$ cat src/rtl/glitch_filter.sv
// Conditions the asynchronous single-bit output of the delay network: synchronises it,
// rejects short pulses, emits edge strobes, measures accepted high pulses and counts glitches.
module glitch_filter #(
    parameter int STABLE_CYCLES = 4,
    parameter int WIDTH_BITS    = 8
) (
    input  logic                  clk,
    input  logic                  rst_n,
    input  logic                  din,
    input  logic                  en,
    output logic                  dout,
    output logic                  rise,
    output logic                  fall,
    output logic [WIDTH_BITS-1:0] width,
    output logic                  width_valid,
    output logic [7:0]            glitch_cnt
);

    typedef enum logic [1:0] {
        LOW      = 2'd0,
        CHK_HIGH = 2'd1,
        HIGH     = 2'd2,
        CHK_LOW  = 2'd3
    } state_t;

    localparam logic [7:0] CNT_LAST = 8'(STABLE_CYCLES - 1);

    function automatic logic [WIDTH_BITS-1:0] sat_inc_width(input logic [WIDTH_BITS-1:0] v);
        return (&v) ? v : v + 1'b1;
    endfunction

    function automatic logic [7:0] sat_inc_glitch(input logic [7:0] v);
        return (&v) ? v : v + 8'd1;
    endfunction

    logic                  sync0;
    logic                  sync1;
    state_t                state;
    state_t                state_n;
    logic [7:0]            cnt;
    logic [7:0]            cnt_n;
    logic                  dout_n;
    logic                  rise_n;
    logic                  fall_n;
    logic                  width_valid_n;
    logic [WIDTH_BITS-1:0] width_n;
    logic [WIDTH_BITS-1:0] wcnt;
    logic [WIDTH_BITS-1:0] wcnt_n;
    logic [7:0]            glitch_cnt_n;
    logic                  high_now;
    logic                  high_next;

    // Stage: two-flop synchroniser, free running regardless of en
    always_ff @(posedge clk or negedge rst_n) begin
        if (!rst_n) begin
            sync0 <= 1'b0;
            sync1 <= 1'b0;
        end else begin
            sync0 <= din;
            sync1 <= sync0;
        end
    end

    // Stage: stability FSM and pulse bookkeeping
    always_comb begin
        state_n       = state;
        cnt_n         = cnt;
        rise_n        = 1'b0;
        fall_n        = 1'b0;
        width_valid_n = 1'b0;
        width_n       = width;
        glitch_cnt_n  = glitch_cnt;

        case (state)
            LOW: begin
                if (en && sync1) begin
                    state_n = CHK_HIGH;
                    cnt_n   = 8'd1;
                end
            end
            CHK_HIGH: begin
                // An en drop wins over a simultaneous reversal, so no glitch is counted
                if (!en) begin
                    state_n = LOW;
                end else if (!sync1) begin
                    state_n      = LOW;
                    glitch_cnt_n = sat_inc_glitch(glitch_cnt);
                end else if (cnt == CNT_LAST) begin
                    state_n = HIGH;
                    rise_n  = 1'b1;
                end else begin
                    cnt_n = cnt + 8'd1;
                end
            end
            HIGH: begin
                if (en && !sync1) begin
                    state_n = CHK_LOW;
                    cnt_n   = 8'd1;
                end
            end
            CHK_LOW: begin
                if (!en) begin
                    state_n = HIGH;
                end else if (sync1) begin
                    state_n      = HIGH;
                    glitch_cnt_n = sat_inc_glitch(glitch_cnt);
                end else if (cnt == CNT_LAST) begin
                    state_n       = LOW;
                    fall_n        = 1'b1;
                    width_valid_n = 1'b1;
                    width_n       = wcnt;
                end else begin
                    cnt_n = cnt + 8'd1;
                end
            end
            default: begin
                state_n = LOW;
            end
        endcase
    end

    assign high_now  = (state == HIGH) || (state == CHK_LOW);
    assign high_next = (state_n == HIGH) || (state_n == CHK_LOW);
    assign dout_n    = high_next;

    // wcnt ends a pulse holding exactly the number of cycles dout was high
    always_comb begin
        wcnt_n = wcnt;
        if (!high_now && high_next) begin
            wcnt_n = {{(WIDTH_BITS-1){1'b0}}, 1'b1};
        end else if (high_now && high_next) begin
            wcnt_n = sat_inc_width(wcnt);
        end
    end

    // Stage: registered outputs
    always_ff @(posedge clk or negedge rst_n) begin
        if (!rst_n) begin
            state       <= LOW;
            cnt         <= 8'd0;
            dout        <= 1'b0;
            rise        <= 1'b0;
            fall        <= 1'b0;
            width_valid <= 1'b0;
            width       <= '0;
            wcnt        <= '0;
            glitch_cnt  <= 8'd0;
        end else begin
            state       <= state_n;
            cnt         <= cnt_n;
            dout        <= dout_n;
            rise        <= rise_n;
            fall        <= fall_n;
            width_valid <= width_valid_n;
            width       <= width_n;
            wcnt        <= wcnt_n;
            glitch_cnt  <= glitch_cnt_n;
        end
    end

endmodule
$ cat config.mk
export PLATFORM = sky130hd
export DESIGN_NAME = glitch_filter
export DESIGN_NICKNAME = d
export VERILOG_FILES = /design/src/rtl/glitch_filter.sv
export SDC_FILE = /design/constraint.sdc
export NUM_CORES = 1
export LEC_CHECK = 0
export BUFFER_PORTS_ARGS = -buffer_cell sky130_fd_sc_hd__buf_2
export CAP_MARGIN = 40
export CORE_ASPECT_RATIO = 0.9
export CORE_MARGIN = 2
export CORE_UTILIZATION = 51
export DETAILED_ROUTE_END_ITERATION = 6
export PLACE_DENSITY = 0.74
export SLEW_MARGIN = 5
export SYNTH_ARGS = -nofsm -noshare
export SYNTH_HDL_FRONTEND = slang
export SYNTH_SLANG_ARGS = --single-unit
$ cat constraint.sdc
create_clock -name clk -period 1.95 [get_ports clk]
set_input_delay 0.0975 -clock clk [delete_from_list [all_inputs] [get_ports clk]]
set_output_delay 0.0975 -clock clk [all_outputs]
set_load 0.01 [all_outputs]
==> out/qor.csv, run 1 <==
stage,metric,value,unit
grt,met3_usage,0.0432,
critical_path,arrival,2.15,ns
grt,grt.met2_usage,0.313,
floorplan,die_y,62.0,µm
timing,hold_ws,0.178,ns
run,cap_violations,0,
logic_synthesis,ys_ff_latch,39,
timing,fin_tns_setup,-0.0117,ns
clock_network,clk_pin_slew,0.07,ns
grt,grt_pass1_vias,1343,
critical_path,critPathBufInv,0,
clock_network,cts_tree,yes,
placed_design,dp_slack,-0.0201,ns
logic_synthesis,ys_seq_area_frac,0.511,
critical_path,crit_path_end_kind,register,
run_status,violations,setup timing,
routing,detail-route-antenna-nets,0,
critical_path,cp_cell_sequence,or4_4 -> or4_4 -> a41oi_2 -> nor3_1,
critical_path,crit_top_cell,or4_4,
timing,fin_crit_sh,1.01,
logic_synthesis,yosysWarnings,0,
critical_path,crit_cells,4,
timing,slew_headroom,0.432,
critical_path,cp_top_family,simple AND/OR/NAND/NOR gates,
critical_path,endpoint,wcnt[3]$_DFFE_PN0P_,
placed_design,place_inst,246,
logic_synthesis,synth_top_family_by_area,simple AND/OR/NAND/NOR gates,
logic_synthesis,synth_mux_area_frac,0.0531,
critical_path,reg2reg_slack,-0.01,ns
logic_synthesis,ys_types,45,
routing,finalWirelength,3860,µm
critical_path,r2r-start,cnt[6]$_DFFE_PN0P_,
floorplan,fp-row-count,21,
final_layout,antenna_cells,0,
power_and_ir_drop,power_leakage,1.11,nW
logic_synthesis,synth-compound-area-share,0.114,
floorplan,start_util,0.523,
critical_path,path_max_fanout,5,
logic_synthesis,synth_area,1910,µm²
floorplan,die_w,68.5,µm
final_layout,nets,221,
power_and_ir_drop,p_per_area,1290,nW/µm²
floorplan,coreArea,3650,µm²
timing,fin_skew,0.00539,ns
timing,finalHoldViolations,0,
grt,met1_usage,0.263,
logic_synthesis,yosys.area_share.simple,0.212,
logic_synthesis,synth_nets,177,
critical_path,worstSetupStartpointType,register,
clock_network,numClockSinks,39,
hold_path,hp-class,input port to register,
clock_network,clock_tree.buffer_depth,2,
routing,num_vias,1484,
clock_network,htreeDepth,2,
power_and_ir_drop,finalPower,3.03,mW
timing,setup_ws,-0.0117,ns
timing,rsz0062_at_grt,yes,
routing,drtIter0Drc,91,
final_layout,area_growth,23.4,%
grt,grt-busiest-layer,met2,
critical_path,path_class,register to register,
hold_path,hp-start,en,
placed_design,portBuffers,23,
routing,routedWlPerCell,14.8,µm
critical_path,r2r-end,wcnt[3]$_DFFE_PN0P_,
timing,tightest_slew,0.852,ns
critical_path,critPathSlowestCell,or4_4,
logic_synthesis,synth_xor_area_frac,0.0544,
critical_path,critPathMaxStageDelay,0.61,ns
grt,antenna_found_initial,0,
final_layout,finalNonFillerCells,261,
run_status,status,"finished, violations left",
final_layout,drive_gt1_frac,0.349,
floorplan,ioPinCount,24,
placed_design,dpl-instance-area,2140,µm²
logic_synthesis,synthAdderAreaFrac,0.0197,
routing,drc,0,
final_layout,postLayoutCoreUtil,0.645,
logic_synthesis,postSynthCellCount,170,
placed_design,dp_hpwl,2720,µm
routing,via_per_inst,5.69,
timing,layout_min_cycle_time,1.96,ns
grt,grt_max_degree,40,
placed_design,place.gp.congestion,0.840,
grt,grt-ovfl-total,0,
routing,drt-pass1-iter-count,4,
critical_path,cp.required,2.13,ns
critical_path,reg2reg_depth,4,
floorplan,fp.dieArea,4250,µm²
timing,slew_viol_final,0,
power_and_ir_drop,peakVddDrop,0.000746,V
clock_network,cts-root-buf,clkbuf_8,
clock_network,clock_latency,0.29,ns
timing,fmax,510,MHz
grt,track_usage,0.197,
critical_path,crit_start,cnt[6]$_DFFE_PN0P_,
grt,grt_pass1_wl,6130,µm
logic_synthesis,syn_area_per_cell,11.2,µm²
clock_network,numCtsBuffers,5,
final_layout,stdcell_area,2360,µm²
timing,setup_viol_count_final,1,
[cells by family (layout without fill, tap and decap cells)]
logic type               count (synthesis)  in the layout
AND/OR/NAND/NOR                         66             66
flip-flops                              39             39
AO/OA/AOI/OAI                           29             29
buffers and inverters                   13             58
XOR/XNOR                                11             11
multiplexers                             9              9
adder cells (fa/ha/maj)                  3              3
[cells in the mapped netlist, drive strengths merged]
master	number	share of area
a2111oi	2	0.0092
a211oi	1	0.0039
a21oi	9	0.024
a22oi	1	0.0039
a41oi	1	0.0085
and2	1	0.0033
and3	5	0.016
and4	3	0.014
buf	4	0.015
clkbuf	2	0.0046
dfrtp	39	0.51
dlygate4sd1	1	0.0046
ha	3	0.020
inv	6	0.012
mux2	9	0.053
nand2	9	0.018
nand2b	1	0.0033
nand3	12	0.031
nand3b	1	0.0059
nand4	5	0.016
nor2	9	0.018
nor3	7	0.024
nor4	1	0.011
nor4b	2	0.0092
o211ai	1	0.0039
o21ai	8	0.025
o221a	1	0.0059
o221ai	1	0.0046
o22a	1	0.0046
o22ai	1	0.0033
o311ai	1	0.014
o31ai	1	0.0039
or3	5	0.016
or3b	1	0.0046
or4	4	0.020
xnor2	4	0.018
xor2	7	0.036
[tightest hold or removal path: stages]
cell and delay (ns):
buf_2 0.15, o311ai_4 0.10, inv_1 0.07
[cell usage in the layout (no fill, tap or decap), types with 2 or more instances in the layout]
cell type and count:
a2111oi_0 2, a21oi_1 8, and3_1 5, and4_1 2, buf_2 23, buf_4 18, clkbuf_8 6, dfrtp_1 39
dlygate4sd3_1 2, ha_1 2, inv_1 6, mux2_2 9, nand2_1 9, nand3_1 12, nand4_1 5, nor2_1 9
nor3_1 6, nor4b_1 2, o21ai_0 5, o21ai_2 2, or3_1 4, or4_1 2, or4_4 2, xnor2_1 4
xor2_1 6
[repair_timing]
action                                  CTS  global route
resized for setup                         1             5
hold buffers                              2             0
endpoints found under the setup margin    2            16
setup buffers                             0             5
pin swaps                                 1             8
endpoints found under the hold margin    40             0
[metal layers]
layer / share of wire / vias up
li1: - / 715
met1: 0.47 / 728
met2: 0.47 / 34
met3: 0.045 / 7
met4: 0.016 / 0
met5: 0 / -
[sequential cells by signal, indices dropped and copies added (netlist names)]
signal       count
rise             1
dout             1
state            2
glitch_cnt       8
width_valid      1
sync0            1
cnt              8
wcnt             8
sync1            1
width            8
[power by group]
group / total (mW) / internal (mW) / switching, mW
clock network: 0.692 / 0.414 / 0.278
registers: 1.22 / 1.03 / 0.194
logic: 1.11 / 0.523 / 0.592
[final cells by class]
type | instances | area, µm²
clock inverters | 2 | 35.0
clock buffers | 6 | 82.6
repair buffers | 44 | 290
flip-flops and latches | 39 | 976
multi-input cells | 118 | 892
inverters | 6 | 22.5
fillers | 303 | 1300
well taps | 46 | 57.6
[worst min-delay path by stage]
stage / cells past startpoint / endpoint
detailed placement: 1 / sync0$_DFF_PN0_
global placement: 1 / sync0$_DFF_PN0_
CTS: 3 / state[0]$_DFF_PN0_
finish: 3 / state[0]$_DFF_PN0_
floorplan: 0 / cnt[0]$_DFFE_PN0P_
global route: 3 / state[0]$_DFF_PN0_
Power figures use the tool's default switching activity.
==> run 2, diff against run 1 <==
--- a/config.mk
+++ b/config.mk
@@ -12,6 +12,7 @@
 export CORE_UTILIZATION = 51
 export DETAILED_ROUTE_END_ITERATION = 6
 export PLACE_DENSITY = 0.74
+export RECOVER_POWER = 25
 export SLEW_MARGIN = 5
 export SYNTH_ARGS = -nofsm -noshare
 export SYNTH_HDL_FRONTEND = slang
==> out/qor.csv, run 2 (synthesized netlist as in run 1, its figures left out) <==
stage,metric,value,unit,change
run_status,status,"finished, violations left",,
run_status,violations,setup timing,,
timing,fin_crit_sh,1.01,,about the same
grt,grt-ovfl-total,0,,unchanged
timing,fin_tns_setup,-0.0117,ns,+0.0000344 ns
clock_network,numCtsBuffers,5,,unchanged
grt,grt_max_degree,40,,unchanged
clock_network,clock_tree.buffer_depth,2,,unchanged
final_layout,nets,221,,unchanged
routing,num_vias,1482,,-0.13%
routing,drtIter0Drc,85,,-6.6%
timing,fin_skew,0.00545,ns,+0.0000623 ns
grt,track_usage,0.197,,unchanged
final_layout,finalNonFillerCells,261,,unchanged
critical_path,crit_path_end_kind,register,,
critical_path,r2r-end,wcnt[3]$_DFFE_PN0P_,,
floorplan,die_w,68.5,µm,unchanged
timing,finalHoldViolations,0,,unchanged
hold_path,hold_depth,3,,unchanged
power_and_ir_drop,finalPower,3.01,mW,-0.72%
critical_path,cp.required,2.13,ns,about the same
routing,detail-route-antenna-nets,0,,unchanged
routing,via_per_inst,5.68,,-0.13%
timing,setup_ws,-0.0117,ns,+0.0000344 ns
power_and_ir_drop,p_clk_frac,0.230,,+0.002
final_layout,drive_gt1_frac,0.256,,-0.0930
routing,routedWlPerCell,14.9,µm,+0.70%
clock_network,cts-root-buf,clkbuf_8,,
power_and_ir_drop,peakVddDrop,0.000746,V,about the same
critical_path,reg2reg_slack,-0.01,ns,about the same
routing,finalWirelength,3880,µm,+0.70%
final_layout,fillers,316,,+4.3%
timing,setup_viol_count_final,1,,unchanged
floorplan,ioPinCount,24,,unchanged
final_layout,multiInputGateArea,892,µm²,unchanged
floorplan,coreArea,3650,µm²,unchanged
critical_path,r2r-start,cnt[6]$_DFFE_PN0P_,,
clock_network,clk_pin_slew,0.07,ns,about the same
critical_path,path_max_fanout,5,,unchanged
timing,hold_ws,0.178,ns,-0.000563 ns
hold_path,worstHoldEndpoint,state[0]$_DFF_PN0_,,
hold_path,hp-class,input port to register,,
power_and_ir_drop,p_seq_frac,0.408,,+0.004
grt,grt_pass1_vias,1343,,unchanged
timing,tightest_slew,0.851,ns,-0.00116 ns
floorplan,fp-row-count,21,,unchanged
placed_design,dp_hpwl,2720,µm,unchanged
placed_design,portBuffers,23,,unchanged
placed_design,place_inst,246,,unchanged
final_layout,area_growth,22.1,%,
run,cap_violations,0,,unchanged
timing,slew_viol_final,0,,unchanged
timing,fmax,510,MHz,about the same
hold_path,hp-start,en,,
critical_path,path_class,register to register,,
final_layout,antenna_cells,0,,unchanged
final_layout,layout_commonest_cell,dfrtp_1,,
final_layout,final_cell_mix,"dfrtp_1 (39), clkbuf_1 (20), buf_4 (18)",,
routing,drc,0,,unchanged
power_and_ir_drop,power_leakage,1.03,nW,-7.2%
grt,antenna_found_initial,0,,unchanged
clock_network,clock_latency,0.29,ns,about the same
power_and_ir_drop,p_per_area,1290,nW/µm²,+0.35%
critical_path,arrival,2.15,ns,about the same
power_and_ir_drop,combPwrFrac,0.362,,-0.006
timing,slew_headroom,0.433,,+0.000774
clock_network,htreeDepth,2,,unchanged
floorplan,fp.dieArea,4250,µm²,unchanged
timing,rsz0062_at_grt,yes,,
placed_design,place.gp.congestion,0.840,,unchanged
routing,drt-pass1-iter-count,4,,unchanged
floorplan,die_y,62.0,µm,unchanged
grt,grt_pass1_wl,6130,µm,unchanged
timing,layout_min_cycle_time,1.96,ns,-0.0000344 ns
power_and_ir_drop,intPower,1.94,mW,-1.3%
floorplan,start_util,0.523,,unchanged
final_layout,seq_area,976,µm²,unchanged
final_layout,postLayoutCoreUtil,0.638,,-0.00685
critical_path,reg2reg_depth,4,,unchanged
power_and_ir_drop,switchingPower,1.07,mW,+0.44%
critical_path,worstSetupStartpointType,register,,
power_and_ir_drop,p_sw_frac,0.356,,+0.00410
clock_network,cts_tree,yes,,
clock_network,numClockSinks,39,,unchanged
[run 2: changes by cell type in the layout (fill, tap and decap cells not counted), sizes merged]
cell,delta
clkbuf,+20
buf,-20
[run 2: routing by layer]
metal  global-route usage  part of all wire
met5                    0                 0
met4               0.0771             0.016
met3               0.0432             0.047
met2                0.313              0.46
met1                0.263              0.47
[run 2: worst max-delay path, cell delays in order (launching register included)]
cell	delay (ns)
dfrtp_1	0.38
or4_4	0.61
or4_4	0.59
a41oi_2	0.22
nor3_1	0.06
[run 2: through the flow]
| step | instance area (µm²) | setup WS, ns |
|---|---|---|
| after floorplan | 1910 | 0.0266 |
| final | 2330 | -0.0117 |
| after global routing | 2330 | -0.0589 |
| after detailed placement | 2140 | -0.0201 |
| after CTS | 2290 | -0.00629 |
| after global placement | 2140 | 0.0185 |
[run 2: worst max-delay path by stage]
stage / endpoint / startpoint / slack, ns
after floorplan: wcnt[4]$_DFFE_PN0P_ / cnt[6]$_DFFE_PN0P_ / 0.03
after global placement: wcnt[4]$_DFFE_PN0P_ / cnt[6]$_DFFE_PN0P_ / 0.02
after detailed placement: wcnt[4]$_DFFE_PN0P_ / cnt[6]$_DFFE_PN0P_ / -0.02
after CTS: wcnt[3]$_DFFE_PN0P_ / cnt[6]$_DFFE_PN0P_ / -0.006
after global routing: wcnt[3]$_DFFE_PN0P_ / cnt[0]$_DFFE_PN0P_ / -0.06
final: wcnt[3]$_DFFE_PN0P_ / cnt[6]$_DFFE_PN0P_ / -0.01
[run 2: final cells by class]
class                      instances  share of cell area
clock buffer                       6              0.0354
timing repair buffer              44               0.114
inverter                           6             0.00966
tap                               46              0.0247
clock inverter                     2              0.0150
multi-input combinational        118               0.383
sequential                        39               0.419
[run 2: power groups by stage]
stage | Combinational (mW) | Sequential (mW) | Clock (mW)
CTS | 1.04 | 1.23 | 0.710
global route | 1.21 | 1.26 | 0.743
global placement | 0.994 | 1.22 | 0
detailed placement | 1.03 | 1.24 | 0
floorplan | 0.646 | 1.25 | 0
finish | 1.09 | 1.23 | 0.692
[run 2: timing repair]
item,in CTS,in global routing
pin swaps,1,8
buffers inserted,0,5
hold buffers,2,0
setup endpoints to repair,2,16
endpoints found under the hold margin,40,0
resized for setup,1,5
cloned,0,0
